File: config.mk
export PLATFORM = sky130hd
export DESIGN_NAME = hdmi_frame_sequencer_flat
export DESIGN_NICKNAME = d
export VERILOG_FILES = /design/src/rtl/hdmi_pkg.sv /design/src/rtl/hdmi_frame_sequencer_if.sv /design/src/rtl/video_timing_counter.sv /design/src/rtl/hdmi_frame_sequencer.sv /design/src/flat_wrapper.sv
export SDC_FILE = /design/constraint.sdc
export NUM_CORES = 1
export LEC_CHECK = 0
export CORE_MARGIN = 4
export CORE_UTILIZATION = 40
export DETAILED_ROUTE_END_ITERATION = 10
export PLACE_DENSITY = 0.71
export SETUP_SLACK_MARGIN = 0.05
export SYNTH_ARGS = -nofsm -noshare
export SYNTH_HDL_FRONTEND = slang
export SYNTH_SLANG_ARGS = --single-unit
File: constraint.sdc
create_clock -name clk -period 4.05 [get_ports clk]
set_input_delay 0.81 -clock clk [delete_from_list [all_inputs] [get_ports clk]]
set_output_delay 0.81 -clock clk [all_outputs]
set_load 0.1 [all_outputs]
File: src/rtl/hdmi_pkg.sv
// Shared definitions for the HDMI output path.
//   - TMDS control-period codes and a lookup helper.
//   - Timing constant sets for 640x480@60 and 1280x720@60.
//   - Frame sequencer state enum.
package hdmi_pkg;

  // Raster counter width; every H/V total must stay <= 4095.
  localparam int CNT_W = 12;

  // TMDS control-period characters, indexed by {c1, c0}.
  localparam logic [9:0] TMDS_CTRL_00 = 10'b1101010100;
  localparam logic [9:0] TMDS_CTRL_01 = 10'b0010101011;
  localparam logic [9:0] TMDS_CTRL_10 = 10'b0101010100;
  localparam logic [9:0] TMDS_CTRL_11 = 10'b1010101011;

  function automatic logic [9:0] tmds_ctrl_code(input logic [1:0] c);
    logic [9:0] code;
    case (c)
      2'b00:   code = TMDS_CTRL_00;
      2'b01:   code = TMDS_CTRL_01;
      2'b10:   code = TMDS_CTRL_10;
      default: code = TMDS_CTRL_11;
    endcase
    return code;
  endfunction

  // 640x480@60 (25.175 MHz pixel clock), negative syncs.
  localparam int VGA_H_ACTIVE = 640;
  localparam int VGA_H_FP     = 16;
  localparam int VGA_H_SYNC   = 96;
  localparam int VGA_H_BP     = 48;
  localparam int VGA_V_ACTIVE = 480;
  localparam int VGA_V_FP     = 10;
  localparam int VGA_V_SYNC   = 2;
  localparam int VGA_V_BP     = 33;
  localparam bit VGA_HS_POL   = 1'b0;
  localparam bit VGA_VS_POL   = 1'b0;

  // 1280x720@60 (74.25 MHz pixel clock), positive syncs.
  localparam int HD720_H_ACTIVE = 1280;
  localparam int HD720_H_FP     = 110;
  localparam int HD720_H_SYNC   = 40;
  localparam int HD720_H_BP     = 220;
  localparam int HD720_V_ACTIVE = 720;
  localparam int HD720_V_FP     = 5;
  localparam int HD720_V_SYNC   = 5;
  localparam int HD720_V_BP     = 20;
  localparam bit HD720_HS_POL   = 1'b1;
  localparam bit HD720_VS_POL   = 1'b1;

  typedef enum logic [1:0] {
    IDLE  = 2'd0,
    RUN   = 2'd1,
    DRAIN = 2'd2
  } seq_state_t;

endpackage

File: src/rtl/hdmi_frame_sequencer_if.sv
// Bundle between the frame sequencer, the camera frame buffer and the
// three TMDS encoders.
//   master : the sequencer (consumes pixels, drives encoder inputs/debug)
//   slave  : the environment (frame buffer + encoders)
//
// Pixel handshake: a pixel transfers in every cycle where
// pix_ready && pix_valid. pix_ready depends only on the sequencer's raster
// position and never on pix_valid; the frame buffer must not wait for
// pix_ready before raising pix_valid. A cycle with pix_ready high and
// pix_valid low is an underflow: that pixel is shown black and skipped,
// the frame buffer's next pixel goes to the next raster position.
// frame_start marks the request of pixel (0,0); the frame buffer rewinds
// its read pointer on frame_start && pix_ready.
interface hdmi_frame_sequencer_if;
  import hdmi_pkg::*;

  logic        enable;
  logic        pix_valid;
  logic [23:0] pix_data;
  logic        pix_ready;
  logic        frame_start;
  logic        enc_sel;
  logic [7:0]  enc_data_r;
  logic [7:0]  enc_data_g;
  logic [7:0]  enc_data_b;
  logic [1:0]  enc_ctrl_b;
  logic [1:0]  enc_ctrl_g;
  logic [1:0]  enc_ctrl_r;
  logic        busy;
  logic        underflow;
  logic [15:0] underflow_cnt;
  logic [CNT_W-1:0] h_cnt;
  logic [CNT_W-1:0] v_cnt;
  seq_state_t  state;

  modport master (
    input  enable, pix_valid, pix_data,
    output pix_ready, frame_start, enc_sel, enc_data_r, enc_data_g,
           enc_data_b, enc_ctrl_b, enc_ctrl_g, enc_ctrl_r, busy,
           underflow, underflow_cnt, h_cnt, v_cnt, state
  );

  modport slave (
    output enable, pix_valid, pix_data,
    input  pix_ready, frame_start, enc_sel, enc_data_r, enc_data_g,
           enc_data_b, enc_ctrl_b, enc_ctrl_g, enc_ctrl_r, busy,
           underflow, underflow_cnt, h_cnt, v_cnt, state
  );
endinterface

File: src/rtl/video_timing_counter.sv
// Raster position counters and region decode.
// Ports:
//   clk, rst   pixel clock, synchronous active-high reset
//   clr        hold both counters at 0
//   adv        advance one pixel this cycle
//   h_cnt      0..H_TOTAL-1, wraps
//   v_cnt      0..V_TOTAL-1, steps on each h wrap
//   active     inside the visible area
//   hs_act     inside the hsync pulse (level-independent)
//   vs_act     inside the vsync pulse (level-independent)
//   eof        last pixel of the frame (h=H_TOTAL-1, v=V_TOTAL-1)
module video_timing_counter import hdmi_pkg::*; #(
  parameter int H_ACTIVE = VGA_H_ACTIVE,
  parameter int H_FP     = VGA_H_FP,
  parameter int H_SYNC   = VGA_H_SYNC,
  parameter int H_BP     = VGA_H_BP,
  parameter int V_ACTIVE = VGA_V_ACTIVE,
  parameter int V_FP     = VGA_V_FP,
  parameter int V_SYNC   = VGA_V_SYNC,
  parameter int V_BP     = VGA_V_BP
) (
  input  logic             clk,
  input  logic             rst,
  input  logic             clr,
  input  logic             adv,
  output logic [CNT_W-1:0] h_cnt,
  output logic [CNT_W-1:0] v_cnt,
  output logic             active,
  output logic             hs_act,
  output logic             vs_act,
  output logic             eof
);

  localparam int H_TOTAL = H_ACTIVE + H_FP + H_SYNC + H_BP;
  localparam int V_TOTAL = V_ACTIVE + V_FP + V_SYNC + V_BP;

  localparam logic [CNT_W-1:0] H_LAST  = CNT_W'(H_TOTAL - 1);
  localparam logic [CNT_W-1:0] V_LAST  = CNT_W'(V_TOTAL - 1);
  localparam logic [CNT_W-1:0] H_ACT_N = CNT_W'(H_ACTIVE);
  localparam logic [CNT_W-1:0] V_ACT_N = CNT_W'(V_ACTIVE);
  localparam logic [CNT_W-1:0] HS_BEG  = CNT_W'(H_ACTIVE + H_FP);
  localparam logic [CNT_W-1:0] HS_END  = CNT_W'(H_ACTIVE + H_FP + H_SYNC);
  localparam logic [CNT_W-1:0] VS_BEG  = CNT_W'(V_ACTIVE + V_FP);
  localparam logic [CNT_W-1:0] VS_END  = CNT_W'(V_ACTIVE + V_FP + V_SYNC);

  logic h_wrap;

  assign h_wrap = (h_cnt == H_LAST);

  always_ff @(posedge clk) begin
    if (rst || clr) begin
      h_cnt <= '0;
      v_cnt <= '0;
    end else if (adv) begin
      if (h_wrap) begin
        h_cnt <= '0;
        v_cnt <= (v_cnt == V_LAST) ? '0 : v_cnt + CNT_W'(1);
      end else begin
        h_cnt <= h_cnt + CNT_W'(1);
      end
    end
  end

  assign active = (h_cnt < H_ACT_N) && (v_cnt < V_ACT_N);
  assign hs_act = (h_cnt >= HS_BEG) && (h_cnt < HS_END);
  assign vs_act = (v_cnt >= VS_BEG) && (v_cnt < VS_END);
  assign eof    = h_wrap && (v_cnt == V_LAST);

endmodule

File: src/rtl/hdmi_frame_sequencer.sv
// Frame sequencer for the three TMDS encoders of the HDMI output.
// Generates raster timing, pulls RGB pixels from the frame buffer and
// presents one registered, aligned word per pixel clock to the encoders.
// Ports:
//   clk   pixel clock
//   rst   synchronous reset, active high (dominates enable)
//   bus   master side of hdmi_frame_sequencer_if:
//         enable/pix_valid/pix_data in; pix_ready, frame_start, enc_*,
//         busy, underflow, underflow_cnt, h_cnt, v_cnt, state out
module hdmi_frame_sequencer import hdmi_pkg::*; #(
  parameter int H_ACTIVE = VGA_H_ACTIVE,
  parameter int H_FP     = VGA_H_FP,
  parameter int H_SYNC   = VGA_H_SYNC,
  parameter int H_BP     = VGA_H_BP,
  parameter int V_ACTIVE = VGA_V_ACTIVE,
  parameter int V_FP     = VGA_V_FP,
  parameter int V_SYNC   = VGA_V_SYNC,
  parameter int V_BP     = VGA_V_BP,
  parameter bit HS_POL   = VGA_HS_POL,
  parameter bit VS_POL   = VGA_VS_POL
) (
  input logic                   clk,
  input logic                   rst,
  hdmi_frame_sequencer_if.master bus
);

  // Sync levels outside the pulse; also the idle/reset ctrl word.
  localparam logic [1:0] CTRL_IDLE = {~VS_POL, ~HS_POL};

  seq_state_t       state_q;
  seq_state_t       state_d;
  logic             running;
  logic [CNT_W-1:0] h_cnt;
  logic [CNT_W-1:0] v_cnt;
  logic             active;
  logic             hs_act;
  logic             vs_act;
  logic             eof;
  logic             hsync;
  logic             vsync;
  logic             pix_ready;
  logic             starved;

  logic             enc_sel_q;
  logic [23:0]      enc_data_q;
  logic [1:0]       enc_ctrl_b_q;
  logic             underflow_q;
  logic [15:0]      underflow_cnt_q;

  assign running = (state_q == RUN) || (state_q == DRAIN);

  video_timing_counter #(
    .H_ACTIVE (H_ACTIVE),
    .H_FP     (H_FP),
    .H_SYNC   (H_SYNC),
    .H_BP     (H_BP),
    .V_ACTIVE (V_ACTIVE),
    .V_FP     (V_FP),
    .V_SYNC   (V_SYNC),
    .V_BP     (V_BP)
  ) u_timing (
    .clk    (clk),
    .rst    (rst),
    .clr    (state_q == IDLE),
    .adv    (running),
    .h_cnt  (h_cnt),
    .v_cnt  (v_cnt),
    .active (active),
    .hs_act (hs_act),
    .vs_act (vs_act),
    .eof    (eof)
  );

  // FSM state register.
  always_ff @(posedge clk) begin
    if (rst) begin
      state_q <= IDLE;
    end else begin
      state_q <= state_d;
    end
  end

  // Next state. DRAIN keeps the raster going so a frame is never cut
  // short; re-enabling during DRAIN resumes RUN without a gap.
  always_comb begin
    state_d = state_q;
    case (state_q)
      IDLE: begin
        if (bus.enable) state_d = RUN;
      end
      RUN: begin
        if (!bus.enable) state_d = DRAIN;
      end
      DRAIN: begin
        if (bus.enable)  state_d = RUN;
        else if (eof)    state_d = IDLE;
      end
      default: state_d = IDLE;
    endcase
  end

  assign hsync     = hs_act ? HS_POL : ~HS_POL;
  assign vsync     = vs_act ? VS_POL : ~VS_POL;
  assign pix_ready = running && active;
  assign starved   = pix_ready && !bus.pix_valid;

  // One register stage towards the encoders. A starved active pixel is
  // shown as black with enc_sel kept high so the raster timing holds.
  always_ff @(posedge clk) begin
    if (rst) begin
      enc_sel_q       <= 1'b0;
      enc_data_q      <= '0;
      enc_ctrl_b_q    <= CTRL_IDLE;
      underflow_q     <= 1'b0;
      underflow_cnt_q <= '0;
    end else begin
      enc_sel_q    <= pix_ready;
      enc_data_q   <= (pix_ready && bus.pix_valid) ? bus.pix_data : 24'h000000;
      enc_ctrl_b_q <= running ? {vsync, hsync} : CTRL_IDLE;
      underflow_q  <= starved;
      if (starved && (underflow_cnt_q != 16'hFFFF)) begin
        underflow_cnt_q <= underflow_cnt_q + 16'd1;
      end
    end
  end

  assign bus.pix_ready     = pix_ready;
  assign bus.frame_start   = pix_ready && (h_cnt == '0) && (v_cnt == '0);
  assign bus.enc_sel       = enc_sel_q;
  assign bus.enc_data_r    = enc_data_q[23:16];
  assign bus.enc_data_g    = enc_data_q[15:8];
  assign bus.enc_data_b    = enc_data_q[7:0];
  assign bus.enc_ctrl_b    = enc_ctrl_b_q;
  assign bus.enc_ctrl_g    = 2'b00;
  assign bus.enc_ctrl_r    = 2'b00;
  assign bus.busy          = (state_q != IDLE);
  assign bus.underflow     = underflow_q;
  assign bus.underflow_cnt = underflow_cnt_q;
  assign bus.h_cnt         = h_cnt;
  assign bus.v_cnt         = v_cnt;
  assign bus.state         = state_q;

endmodule
File: src/flat_wrapper.sv
// flat-port wrapper written by rule: the top's interface ports become plain ports
module hdmi_frame_sequencer_flat import hdmi_pkg::*;
#(
  parameter int H_ACTIVE = VGA_H_ACTIVE,
  parameter int H_FP     = VGA_H_FP,
  parameter int H_SYNC   = VGA_H_SYNC,
  parameter int H_BP     = VGA_H_BP,
  parameter int V_ACTIVE = VGA_V_ACTIVE,
  parameter int V_FP     = VGA_V_FP,
  parameter int V_SYNC   = VGA_V_SYNC,
  parameter int V_BP     = VGA_V_BP,
  parameter bit HS_POL   = VGA_HS_POL,
  parameter bit VS_POL   = VGA_VS_POL
)
  (clk, rst, bus_enable, bus_pix_valid, bus_pix_data, bus_pix_ready, bus_frame_start, bus_enc_sel, bus_enc_data_r, bus_enc_data_g, bus_enc_data_b, bus_enc_ctrl_b, bus_enc_ctrl_g, bus_enc_ctrl_r, bus_busy, bus_underflow, bus_underflow_cnt, bus_h_cnt, bus_v_cnt, bus_state);
  hdmi_frame_sequencer_if bus_i ();
  input logic clk;
  input logic rst;
  input wire logic [$bits(bus_i.enable)-1:0] bus_enable;
  input wire logic [$bits(bus_i.pix_valid)-1:0] bus_pix_valid;
  input wire logic [$bits(bus_i.pix_data)-1:0] bus_pix_data;
  output wire logic [$bits(bus_i.pix_ready)-1:0] bus_pix_ready;
  output wire logic [$bits(bus_i.frame_start)-1:0] bus_frame_start;
  output wire logic [$bits(bus_i.enc_sel)-1:0] bus_enc_sel;
  output wire logic [$bits(bus_i.enc_data_r)-1:0] bus_enc_data_r;
  output wire logic [$bits(bus_i.enc_data_g)-1:0] bus_enc_data_g;
  output wire logic [$bits(bus_i.enc_data_b)-1:0] bus_enc_data_b;
  output wire logic [$bits(bus_i.enc_ctrl_b)-1:0] bus_enc_ctrl_b;
  output wire logic [$bits(bus_i.enc_ctrl_g)-1:0] bus_enc_ctrl_g;
  output wire logic [$bits(bus_i.enc_ctrl_r)-1:0] bus_enc_ctrl_r;
  output wire logic [$bits(bus_i.busy)-1:0] bus_busy;
  output wire logic [$bits(bus_i.underflow)-1:0] bus_underflow;
  output wire logic [$bits(bus_i.underflow_cnt)-1:0] bus_underflow_cnt;
  output wire logic [$bits(bus_i.h_cnt)-1:0] bus_h_cnt;
  output wire logic [$bits(bus_i.v_cnt)-1:0] bus_v_cnt;
  output wire logic [$bits(bus_i.state)-1:0] bus_state;
  assign bus_i.enable = bus_enable;
  assign bus_i.pix_valid = bus_pix_valid;
  assign bus_i.pix_data = bus_pix_data;
  assign bus_pix_ready = bus_i.pix_ready;
  assign bus_frame_start = bus_i.frame_start;
  assign bus_enc_sel = bus_i.enc_sel;
  assign bus_enc_data_r = bus_i.enc_data_r;
  assign bus_enc_data_g = bus_i.enc_data_g;
  assign bus_enc_data_b = bus_i.enc_data_b;
  assign bus_enc_ctrl_b = bus_i.enc_ctrl_b;
  assign bus_enc_ctrl_g = bus_i.enc_ctrl_g;
  assign bus_enc_ctrl_r = bus_i.enc_ctrl_r;
  assign bus_busy = bus_i.busy;
  assign bus_underflow = bus_i.underflow;
  assign bus_underflow_cnt = bus_i.underflow_cnt;
  assign bus_h_cnt = bus_i.h_cnt;
  assign bus_v_cnt = bus_i.v_cnt;
  assign bus_state = bus_i.state;
  hdmi_frame_sequencer #(.H_ACTIVE(H_ACTIVE), .H_FP(H_FP), .H_SYNC(H_SYNC), .H_BP(H_BP), .V_ACTIVE(V_ACTIVE), .V_FP(V_FP), .V_SYNC(V_SYNC), .V_BP(V_BP), .HS_POL(HS_POL), .VS_POL(VS_POL)) u_core (.clk(clk), .rst(rst), .bus(bus_i));
endmodule
==> results of run 1 <==
-- layout by cell type, fill, tap and decap left out, types with 2 or more instances in the layout --
cell             instances
a21oi_1                 23
nand4_1                 21
dfxtp_2                  2
xor2_1                   3
or4_1                   15
o311ai_0                 2
inv_1                   15
and3_1                   4
clkinv_4                 2
nor2b_1                  4
conb_1                   4
and4_1                   4
or2_2                    2
nor3_1                   4
nand3_1                 13
clkdlybuf4s50_1         98
dfxtp_1                 68
or3_1                   12
mux2_2                   3
xnor2_1                  9
nor2_1                  35
buf_4                    5
nor4_1                   8
nand2b_1                 2
ha_1                    10
and2_1                  27
clkinvlp_4               2
o21ai_0                 12
clkbuf_8                 9
o31ai_1                 11
nand2_1                 12
mux2i_1                  3
-- worst max-delay path, stage by stage (launching register included) --
cell     delay, ps
dfxtp_2        390
inv_1           80
ha_1           510
or3b_2         490
or4_1          560
nor3_4         200
buf_12         200
-- synth_stat cells, types with 10 or more instances --
master	n	area (sq um)
a21oi_1	23	115
and2_1	27	169
clkbuf_1	15	56.3
dfxtp_1	70	1400
ha_1	10	125
inv_1	15	56.3
nand2_1	12	45.0
nand3_1	13	65.1
nand4_1	21	131
nor2_1	35	131
o21ai_0	12	60.1
o31ai_1	11	82.6
or3_1	12	75.1
or4_1	15	113
-- sequential cells by signal, summed over array words and instances (netlist names) --
register and flops:
u_core.bus.enc_sel 1, u_core.bus.enc_ctrl_b 2, u_core.u_timing.h_cnt 12, u_core.u_timing.v_cnt 12, u_core.bus.state 2, u_core.bus.underflow_cnt 16, u_core.enc_data_q 24, u_core.bus.underflow 1
-- layout make-up --
class	instances	area (sq um)
Clock buffer	10	128
Clock inverter	6	71.3
Fill cell	686	3270
Inverter	15	56.3
Multi-Input combinational cell	258	1630
Sequential cell	70	1400
Tap cell	102	128
Timing Repair Buffer	104	1040
-- layer usage --
| metal | part of all wire | track usage | vias up |
|---|---|---|---|
| li1 | - | - | 1489 |
| met4 | 0.014 | 0.0702 | 0 |
| met1 | 0.44 | 0.218 | 1400 |
| met3 | 0.039 | 0.0302 | 8 |
| met5 | 0 | 0 | - |
| met2 | 0.50 | 0.286 | 71 |
-- cells by family after synthesis --
group,after synthesis
muxes,6
and+or+nand+nor,172
AOI/OAI and AO/OA,54
DFF,70
adders and majority gates,10
xor gates and xnor gates,12
other,1
buffers and inverters,39
-- power by group through the flow --
stage	sequential, mW	combinational, mW	clock (mW)
final	0.722	0.467	0.568
after global routing	0.725	0.487	0.612
after CTS	0.722	0.468	0.585
after detailed placement	0.738	0.468	0
after global placement	0.737	0.463	0
after floorplan	0.888	0.204	0
-- path summary, 6_finish.rpt --
path,depth (start not counted),endpoint,startpoint
worst max register to register,6,u_core.bus.underflow_cnt[15],u_core.bus.state[0]
worst max-delay path,6,bus_frame_start,u_core.bus.state[0]
worst min-delay path,1,u_core.bus.enc_ctrl_b[1],u_core.u_timing.v_cnt[1]
worst min register to register,1,u_core.bus.enc_ctrl_b[1],u_core.u_timing.v_cnt[1]
==> flow_summary.toml, run 1 <==
[cts]
htreeDepth = 3
cts_tree = "built"
cts_hold_buf = 0
cts_buffer_depth = 2
cts-root-buf = "clkbuf_8"
cts_sinks = 70
post_cts_buffers = 0
cts_made_buffers = 9
cts_resized = 0
clk_latency_ps = 340
path_clk_slew_ps = 80

[synthesis]
synth-edff-count = 0
yosysWarnings = 0
syn_inst = 364
synth-simple-area-share = 0.309
syn_area_per_cell_sq_um = 8.73
yosys_register_bits = 70
ys_async_sr_fraction = 0
yosysSeqAreaShare = 0.441
synthFlopType = "dfxtp_1"
synth_compound_area_frac = 0.101
synthAdderAreaFrac = 0.0394
synth_xor_area_frac = 0.0331
synth_top_family_by_area = "simple AND/OR/NAND/NOR gates"
syn_area_sq_um = 3180
yosysUniqueCellTypes = 43
synthMuxAreaShare = 0.0201

[placed_design]
dp_cells = 549
place_worst_setup_slack_ps = 594
dpl_cell_area_sq_um = 4260
gp_congestion = 0.830
dp_hpwl_um = 5990
portBuffers = 100

[layout]
fin_area_sq_um = 4460
num_antenna_cells = 0
layout.nets = 496
finalNonFillerCells = 565
post_route_cells_drive_above_1_share = 0.0691
final_core_util = 0.577
area_delta_synth_final_pct = 40.3

[worst_setup_path]
start_kind = "flip-flop"
critical_path.max_fanout = 10
endpoint_kind = "output pin"
reg2reg_slack_ps = 880
arrival_ps = 2780
required_ps = 3240
criticalPathCategory = "flip-flop to output pin"

[timing]
fin_ws_ps = 463
drv_slew = 0
finalSetupTns_ps = 0
max-slew-margin-rel = 0.329
period_needed_ps = 3590
rsz0062_at_grt = "no"
post-route-period-util = 0.886
setup_viol = 0
holdWs_ps = 509
hold_viol = 0
clock.fmax_ghz = 0.279
tightest_slew_ps = 1000
skew_ps = 6.88

[route]
wl_um = 8230
viasPerCell = 5.25
routedWlPerCell_um = 14.6
ant_nets = 0
vias = 2968
drt_drc_violations_left = 0
drt_first_pass_iters = 4
first_iter_violations = 105

[outcome]
status = "completed"

[global_route]
grt_pass1_wl_um = 13500
grt_use_total = 0.171
grt_max_degree = 28
grt_overflow = 0
grt_pass1_vias = 2719
antenna_found_initial = 0

[power]
power.share.clock = 0.323
power_mw = 1.76
p_leak_nw = 1.51
switching_share = 0.362
pwr_density_cell_nw_per_um2 = 394
switching_power_mw = 0.636
combPwrFrac = 0.266
seq_power_share = 0.411
irDropWorstVdd_v = 0.000195
p_int_mw = 1.12

[floorplan]
die_x_um = 97.2
die_h_um = 97.2
start_util = 0.411
core_area_sq_um = 7730
io_pins = 105
num_rows = 32
die_area_sq_um = 9440

[worst_hold_path]
holdCritPathClass = "flip-flop to flip-flop"

[flow_run]
cap_violations = 0
(Power assumes the default switching activity.)
==> run 2, diff against run 1 <==
Settings changed: CORE_MARGIN 4 to 2.
==> run 2 against run 1 <==
  * Total power is 1.3% lower
  * Clock-buffer cell count is the same
  * Clock power fell by 4.0%
  * Die area fell by 8.1%
  * Sequential share of layout area up 0.080 points
  * Setup slack better by 33 ps
  * Flip-flop and latch count did not move
  * Via count down 0.13%
  * Sequential power hardly changed
  * Combinational power about the same
  * Worst hold slack got worse by 0.61 ps
==> flow_summary.toml, run 2 (synthesis gave the netlist of run 1 again) <==
[floorplan]
die_h_um = 93.2
die_area_sq_um = 8680
io_pins = 105
num_rows = 32
start_util = 0.411
die_x_um = 93.2
core_area_sq_um = 7730

[placed_design]
dp_cells = 549
place_worst_setup_slack_ps = 621
dp_hpwl_um = 5890
portBuffers = 100
gp_congestion = 0.813

[timing]
period_needed_ps = 3550
drv_slew = 0
max-slew-margin-rel = 0.333
fin_ws_ps = 496
hold_viol = 0
clock.fmax_ghz = 0.281
setup_viol = 0
rsz0062_at_grt = "no"
finalSetupTns_ps = 0
skew_ps = 8.95
holdWs_ps = 509
tightest_slew_ps = 998
post-route-period-util = 0.877

[cts]
htreeDepth = 3
post_cts_buffers = 0
path_clk_slew_ps = 70
cts-root-buf = "clkbuf_8"
cts_resized = 0
cts_tree = "built"
clk_latency_ps = 330
cts_buffer_depth = 2
cts_made_buffers = 9
cts_sinks = 70
cts_hold_buf = 0

[worst_setup_path]
crit_family = "simple AND/OR/NAND/NOR gates"
arrival_ps = 2740
reg2reg_to = "u_core.bus.underflow_cnt[15]"
criticalPathCategory = "flip-flop to output pin"
critical_path.max_stage_delay_ps = 540
endpoint_kind = "output pin"
cp-startpoint = "u_core.bus.state[0]"
cp_num_buf_inv = 2
worst-path-stages = 6
cp_cell_sequence = "inv_1, ha_1, or3b_2, or4_1, nor3_4, buf_12"
r2r_cells = 6
critical_path.max_fanout = 10
required_ps = 3240
reg2reg_slack_ps = 860
critPathCapture = "bus_frame_start"
start_kind = "flip-flop"
r2r-start = "u_core.bus.state[0]"
cp_slowest_cell = "or4_1"

[global_route]
met2_usage = 0.315
grt-busiest-layer = "met2"
grt_pass1_vias = 2682
grt_pass1_wl_um = 13000
antenna_found_initial = 0
grt_util_met3 = 0.0290
grt_max_degree = 28
met1_usage = 0.243
grt_use_total = 0.187
grt_overflow = 0

[layout]
post_route_cells_drive_above_1_share = 0.0693
layout.nets = 496
mostFrequentLayoutCells = "98 x clkdlybuf4s50_1, 68 x dfxtp_1, 35 x nor2_1, 27 x and2_1, 23 x a21oi_1"
regMostFlops = "u_core.enc_data_q"
final_core_util = 0.576
mostFrequentLayoutCell = "clkdlybuf4s50_1"
num_antenna_cells = 0
largest_reg_flops = 24
area_delta_synth_final_pct = 39.9
finalNonFillerCells = 564

[power]
pwr_density_cell_nw_per_um2 = 390
p_leak_nw = 1.52
irDropWorstVdd_v = 0.000200

[route]
drt_first_pass_iters = 4
viasPerCell = 5.26
vias = 2964
ant_nets = 0
drt_drc_violations_left = 0
routedWlPerCell_um = 14.2
wl_um = 7990
first_iter_violations = 120

[outcome]
status = "completed"

[worst_hold_path]
hold_path_depth = 2
holdCritPathClass = "flip-flop to flip-flop"

[flow_run]
cap_violations = 0
[run 2: cell types whose count changed in the layout (fill, tap and decap cells not counted)]
cell        change
clkbuf_1        -1
clkinv_4        -2
clkinv_2        +4
inv_6           -1
clkbuf_8        +1
clkinvlp_4      -2
[run 2: layer usage]
| metal | vias up | routed length (um) | part of all wire |
|---|---|---|---|
| met1 | 1389 | 3490 | 0.44 |
| met5 | - | 0 | 0 |
| met3 | 7 | 339 | 0.042 |
| met4 | 0 | 72 | 0.0090 |
| li1 | 1483 | - | - |
| met2 | 85 | 4090 | 0.51 |
[run 2: area by class of cell]
cell class | instances | area [sq um]
fill | 705 | 3280
multi-input combinational | 258 | 1630
sequential | 70 | 1400
timing repair buffer | 104 | 1040
clock buffer | 10 | 138
tap | 102 | 128
inverter | 15 | 56.3
clock inverter | 5 | 50.0
[run 2: stage by stage]
stage / area [sq um] / power (mW)
after floorplan: 3200 / 1.09
after CTS: 4450 / 1.75
final: 4450 / 1.73
after global placement: 4260 / 1.20
after detailed placement: 4260 / 1.21
after global routing: 4450 / 1.80
[run 2: worst register-to-register path: cells and delay by family (launching register included)]
kind,cells,cell delay (ps)
multiplexers,1,370
flip-flops,1,380
AND/OR/NAND/NOR,3,1740
adder cells (fa/ha/maj),1,520
buffers and inverters,1,80
[run 2: worst min path at each step]
stage                                  start  slack, ps                       end
floorplan                u_core.bus.state[0]        790       u_core.bus.state[0]
CTS                 u_core.u_timing.v_cnt[1]        510  u_core.bus.enc_ctrl_b[1]
global route        u_core.u_timing.v_cnt[1]        520  u_core.bus.enc_ctrl_b[1]
detailed placement  u_core.u_timing.v_cnt[1]        500  u_core.bus.enc_ctrl_b[1]
global placement    u_core.u_timing.v_cnt[1]        490  u_core.bus.enc_ctrl_b[1]
finish              u_core.u_timing.v_cnt[8]        510  u_core.u_timing.v_cnt[8]
[run 2: where the power goes]
part	leakage, nW	switching, mW	internal, mW
Combinational	0.852	0.343	0.123
Clock	0.102	0.252	0.294
Sequential	0.566	0.0128	0.710
